<file path="config.mk">
export PLATFORM = sky130hd
export DESIGN_NAME = rv_mem_imm_unit
export DESIGN_NICKNAME = d
export VERILOG_FILES = /design/src/rtl/rv_mem_imm_unit.sv
export SDC_FILE = /design/constraint.sdc
export NUM_CORES = 2
export LEC_CHECK = 0
export BUFFER_PORTS_ARGS = -buffer_cell sky130_fd_sc_hd__buf_2
export CORE_MARGIN = 8
export CORE_UTILIZATION = 35
export CTS_CLUSTER_SIZE = 40
export DETAILED_ROUTE_END_ITERATION = 7
export PLACE_DENSITY = 0.58
export SLEW_MARGIN = 30
export SYNTH_ARGS = -nofsm -noshare
export SYNTH_HDL_FRONTEND = slang
export SYNTH_SLANG_ARGS = --single-unit
export TNS_END_PERCENT = 30
</file>
<file path="constraint.sdc">
create_clock -name clk -period 4.93 [get_ports clk]
set_input_delay 0.986 -clock clk [delete_from_list [all_inputs] [get_ports clk]]
set_output_delay 0.986 -clock clk [all_outputs]
set_load 0.01 [all_outputs]
</file>
<file path="src/rtl/rv_mem_imm_unit.sv">
// -----------------------------------------------------------------------------
// rv_mem_imm_unit
//   Memory and immediate subsystem of a single-cycle RV32I datapath.
//   - Instruction ROM: 64 words, combinational read at inst_addr (PC[7:2]).
//   - Data RAM: 64 words, synchronous full-word write and combinational read
//     at data_addr (ALU[7:2]). Asynchronous reset loads a small boot image.
//   - Immediate generator: combinational, decoded from imm_inst[6:0].
//
// Ports
//   clk        in   1   system clock, rising edge
//   rst        in   1   asynchronous reset, active low
//   inst_addr  in   6   instruction word address
//   instr      out  32  instruction word at inst_addr
//   mem_read   in   1   data read enable (data_out is 0 when low)
//   mem_write  in   1   data write enable
//   data_addr  in   6   data word address
//   data_in    in   32  write data
//   data_out   out  32  read data
//   imm_inst   in   32  instruction presented to the immediate generator
//   imm_out    out  32  generated immediate (B/J results in halfword units)
// -----------------------------------------------------------------------------
module rv_mem_imm_unit #(
    parameter int DEPTH = 64,
    parameter int WIDTH = 32
) (
    input  logic                     clk,
    input  logic                     rst,
    input  logic [$clog2(DEPTH)-1:0] inst_addr,
    output logic [WIDTH-1:0]         instr,
    input  logic                     mem_read,
    input  logic                     mem_write,
    input  logic [$clog2(DEPTH)-1:0] data_addr,
    input  logic [WIDTH-1:0]         data_in,
    output logic [WIDTH-1:0]         data_out,
    input  logic [31:0]              imm_inst,
    output logic [31:0]              imm_out
);

    // Opcodes recognised by the immediate generator.
    localparam logic [6:0] OP_LOAD   = 7'b0000011;
    localparam logic [6:0] OP_IMM    = 7'b0010011;
    localparam logic [6:0] OP_JALR   = 7'b1100111;
    localparam logic [6:0] OP_STORE  = 7'b0100011;
    localparam logic [6:0] OP_BRANCH = 7'b1100011;
    localparam logic [6:0] OP_JAL    = 7'b1101111;
    localparam logic [6:0] OP_LUI    = 7'b0110111;
    localparam logic [6:0] OP_AUIPC  = 7'b0010111;

    // Boot values of the first two data words.
    localparam logic [WIDTH-1:0] RAM_INIT_W0 = WIDTH'(17);
    localparam logic [WIDTH-1:0] RAM_INIT_W1 = WIDTH'(9);

    localparam logic [WIDTH-1:0] NOP_WORD = WIDTH'(32'h0000_0033);

    // -------------------------------------------------------------------------
    // Instruction ROM
    // -------------------------------------------------------------------------
    logic [WIDTH-1:0] w_rom_word;

    // NOTE: every always_comb output gets a default before the case so no
    // path leaves it unassigned; an unassigned path infers a latch.
    always_comb begin
        w_rom_word = NOP_WORD;
        case (inst_addr)
            6'd0:    w_rom_word = WIDTH'(32'h0000_2083); // lw  x1,0(x0)
            6'd1:    w_rom_word = WIDTH'(32'h0040_2103); // lw  x2,4(x0)
            6'd2:    w_rom_word = WIDTH'(32'h0020_81B3); // add x3,x1,x2
            6'd3:    w_rom_word = WIDTH'(32'h0030_2423); // sw  x3,8(x0)
            6'd4:    w_rom_word = WIDTH'(32'h0000_0063); // beq x0,x0,0
            default: w_rom_word = NOP_WORD;               // add x0,x0,x0
        endcase
    end

    assign instr = w_rom_word;

    // -------------------------------------------------------------------------
    // Data RAM
    // -------------------------------------------------------------------------
    logic [WIDTH-1:0] r_ram [DEPTH];

    // NOTE: this array is reset, so it maps to flops rather than a RAM macro;
    // that is intentional because the boot image must appear asynchronously.
    // NOTE: sequential state uses non-blocking assignments only, so every
    // flop samples pre-edge values regardless of statement order.
    always_ff @(posedge clk or negedge rst) begin
        if (!rst) begin
            for (int i = 0; i < DEPTH; i++) begin
                r_ram[i] <= '0;
            end
            r_ram[0] <= RAM_INIT_W0;
            r_ram[1] <= RAM_INIT_W1;
        end else if (mem_write) begin
            r_ram[data_addr] <= data_in;
        end
    end

    // Combinational read: a same-address write shows up only after the edge.
    assign data_out = mem_read ? r_ram[data_addr] : '0;

    // -------------------------------------------------------------------------
    // Immediate generator
    // -------------------------------------------------------------------------
    logic [31:0] w_imm;

    always_comb begin
        w_imm = 32'h0;
        case (imm_inst[6:0])
            OP_LOAD, OP_IMM, OP_JALR:
                w_imm = {{20{imm_inst[31]}}, imm_inst[31:20]};
            OP_STORE:
                w_imm = {{20{imm_inst[31]}}, imm_inst[31:25], imm_inst[11:7]};
            // Branch and jump offsets stay in halfword units; the downstream
            // shifter appends the implicit zero LSB.
            OP_BRANCH:
                w_imm = {{20{imm_inst[31]}}, imm_inst[31], imm_inst[7],
                         imm_inst[30:25], imm_inst[11:8]};
            OP_JAL:
                w_imm = {{12{imm_inst[31]}}, imm_inst[31], imm_inst[19:12],
                         imm_inst[20], imm_inst[30:21]};
            OP_LUI, OP_AUIPC:
                w_imm = {imm_inst[31:12], 12'b0};
            default:
                w_imm = 32'h0;
        endcase
    end

    assign imm_out = w_imm;

endmodule

</file>
==> flow_metrics.tcl <==
set metrics [dict create \
    outcome "completed" \
    final-setup-viol-count 0 \
    layout-drive-gt1-share_pct 55.8 \
    cts_root_buffer "clkbuf_16" \
    start_util_pct 35.2 \
    gp_congestion 0.800 \
    slew_viol_final 0 \
    core_area_um2 263000 \
    min_period_ps 4770 \
    clk_pin_slew_ps 60 \
    wl_per_cell_um 28.8 \
    fin_ws_ps 164 \
    end_kind "output port" \
    cp.arrival_ps 3780 \
    crit_family "buffers and inverters" \
    cp_num_buf_inv 6 \
    p_leak_nw 48.1 \
    routed_wl_mm 274 \
    power_density_nw_per_um2 392 \
    ys_types 48 \
    seq_area_frac_synth_pct 55.4 \
    fin_crit_sh_pct 96.7 \
    seqPwrFrac_pct 48.5 \
    max_freq_mhz 210 \
    rsz0062_at_grt "false" \
    cpPeakStageDelay_ps 520 \
    grtUsageTotal_pct 19.3 \
    htreeDepth 4 \
    clock-sinks 2048 \
    cts-hold-fix-buffers 0 \
    port-buffer-count 154 \
    switchingPower_w 0.0100 \
    intPower_w 0.0315 \
    worstPathMaxFanout 21 \
    ant_nets 0 \
    synth_warnings 0 \
    core.rowCount 188 \
    ctsLongestPathBuffers 3 \
    boundaryPins 176 \
    synth_area_per_cell_um2 16.0 \
    cp.required_ps 3940 \
    syn2layout_area_growth_pct 14.4 \
    ir_worst_vdd_mv 0.340 \
    timing.slew.headroom_pct 35.8 \
    synthCells 5783 \
    synth-main-ff-cell "dfrtp_1" \
    worst_pin_slew_ps 963 \
    crit_type "primary input to output port" \
    sw_frac_of_total_pct 24.1 \
    vias 53100 \
    drv_cap 0 \
    pre_cts_ws_ps 112 \
    drt-vias-per-instance 5.59 \
    grt_start_max_net_pins 131 \
    power_frac_clock_pct 39.4 \
    firstDrtPassIters 5 \
    die_area_um2 281000 \
    reg2reg_from "r_ram[2044]" \
    synth_edf_count 0 \
    fp.dieH_um 530 \
    fillers 23800 \
    cts.repair.resized 0 \
    route.detailed.drc 0 \
    nets 5890 \
    cts_tree "yes" \
    insertion_delay_ps 860 \
    crit_path_top_delay_cell "mux4_2" \
    overflow 0 \
    dieWidth_um 530 \
    synth_area_um2 92500 \
    hp-class "primary input to asynchronous set/reset pin" \
    antenna_found_initial 20 \
    drt_iter0_drc 4021 \
    largest_register_ffs 2048 \
    cts_made_buffers 208 \
    regMostFlops "r_ram" \
    crit_start "data_addr[0]" \
    grt_pass1_wl_mm 406 \
    setup-tns-final_ps 0 \
    ys_ff_latch 2048 \
    hold_viol 0 \
    p_comb_share_pct 12.2 \
    grt_pass1_vias 56900 \
    hpwl_mm 163 \
    cts_setup_buffers 0 \
    crit_path_start_kind "primary input" \
    clock_skew_ps 0 \
    largestRegisters "r_ram: 2048 flops" \
    async_flop_share_pct 100 \
    cp_cell_sequence "buf_8 > buf_12 > buf_12 > buf_4 > mux4_2 > a22oi_1 > nand4_1 > buf_4 > o21a_1 > buf_2" \
]
==> cell usage in the layout, fill, tap and decap left out, types with 10 or more instances in the layout <==
| cell type | instances |
|---|---|
| a21o_1 | 16 |
| a22oi_1 | 259 |
| buf_12 | 103 |
| buf_2 | 129 |
| buf_4 | 191 |
| bufinv_16 | 17 |
| clkbuf_1 | 47 |
| clkbuf_16 | 213 |
| clkbuf_8 | 48 |
| clkinv_2 | 40 |
| conb_1 | 21 |
| dfrtp_1 | 2044 |
| mux2_1 | 79 |
| mux2_2 | 1970 |
| mux4_2 | 512 |
| nand2_1 | 11 |
| nand2_2 | 16 |
| nand4_1 | 66 |
| nor2_1 | 10 |
| nor2_4 | 48 |
| o21a_1 | 31 |
==> power by group through the flow <==
stage / Sequential (W) / Combinational, W / Clock, W
global placement: 0.0203 / 0.00494 / 0
finish: 0.0201 / 0.00505 / 0.0163
global route: 0.0204 / 0.00545 / 0.0174
floorplan: 0.0200 / 0.00372 / 0
CTS: 0.0201 / 0.00511 / 0.0167
detailed placement: 0.0204 / 0.00510 / 0
==> cells in the mapped netlist, types with 3 or more instances <==
cell / instances / area [um2]
nand4_1: 66 / 413
o21a_1: 31 / 233
nor4bb_1: 6 / 60.1
and2_1: 4 / 25.0
nor4_1: 6 / 37.5
dfstp_2: 4 / 105
mux4_2: 512 / 11500
nand3b_1: 4 / 30.0
mux2_1: 79 / 890
nor2b_1: 3 / 18.8
nor2_2: 8 / 50.1
dfrtp_1: 2044 / 51100
nand3_1: 6 / 30.0
nor4b_2: 3 / 45.0
nor2_1: 50 / 188
or2_2: 3 / 18.8
buf_2: 215 / 1080
nand2_1: 27 / 101
a221o_1: 7 / 70.1
and4b_1: 4 / 40.0
buf_1: 50 / 188
clkbuf_1: 288 / 1080
nand3_2: 3 / 30.0
a22o_1: 7 / 61.3
buf_6: 5 / 56.3
a22oi_1: 259 / 1940
mux2_2: 1970 / 22200
buf_4: 69 / 518
a21o_1: 16 / 120
inv_1: 7 / 26.3
nor3_1: 3 / 15.0
==> routing by layer <==
layer / part of all wire (%) / wire, um / track usage [%] / vias up
met4: 2.8 / 7630 / 5.31 / 8
met1: 44 / 120000 / 26.5 / 29700
li1: - / - / - / 21700
met2: 49 / 133000 / 32.0 / 1260
met3: 4.7 / 13000 / 2.98 / 425
met5: 0.018 / 50 / 0 / -
==> per-stage QoR <==
stage | instances | instance area (um2) | power (W) | hold slack, ps | utilization, %
5_1_grt | 9494 | 106000 | 0.0432 | 82.2 | 40.3
3_5_place_dp | 9115 | 98800 | 0.0255 | 469 | 37.6
2_1_floorplan | 5802 | 92600 | 0.0237 | 452 | -
3_3_place_gp | 9115 | 98700 | 0.0252 | 462 | 37.6
6_report | 9500 | 106000 | 0.0415 | 93.2 | 40.3
4_1_cts | 9494 | 106000 | 0.0419 | 49.7 | 40.3
==> kinds of logic (layout without fill, tap and decap cells) <==
group | Yosys count | count (layout) | share of synthesized area, %
other cells | 2 | 27 | 0.00812
simple gates | 212 | 212 | 1.34
buf+inv | 634 | 811 | 3.18
compound gates | 326 | 326 | 2.68
mux | 2561 | 2561 | 37.4
flops | 2048 | 2048 | 55.4
==> final cells by class <==
| cell class | instances | area [um2] | share of cell area (%) |
|---|---|---|---|
| Antenna cell | 6 | 15.0 | 0.0142 |
| Clock buffer | 308 | 6170 | 5.83 |
| Sequential cell | 2048 | 51300 | 48.4 |
| Multi-Input combinational cell | 3120 | 38900 | 36.8 |
| Inverter | 7 | 26.3 | 0.0248 |
| Tap cell | 3515 | 4400 | 4.16 |
| Timing Repair Buffer | 425 | 4170 | 3.94 |
| Clock inverter | 71 | 892 | 0.843 |
==> worst paths after layout <==
path                       slack [ps]  cells past startpoint           to
min in group clk                  480                      1   r_ram[303]
hold reg to reg                   480                      1   r_ram[303]
max in group asynchronous        3500                      2    r_ram[47]
setup reg to reg                 4100                      1  r_ram[2044]
hold / removal                     90                      1  r_ram[1657]
setup / recovery                  160                     10  data_out[6]
(Power assumes the default switching activity.)
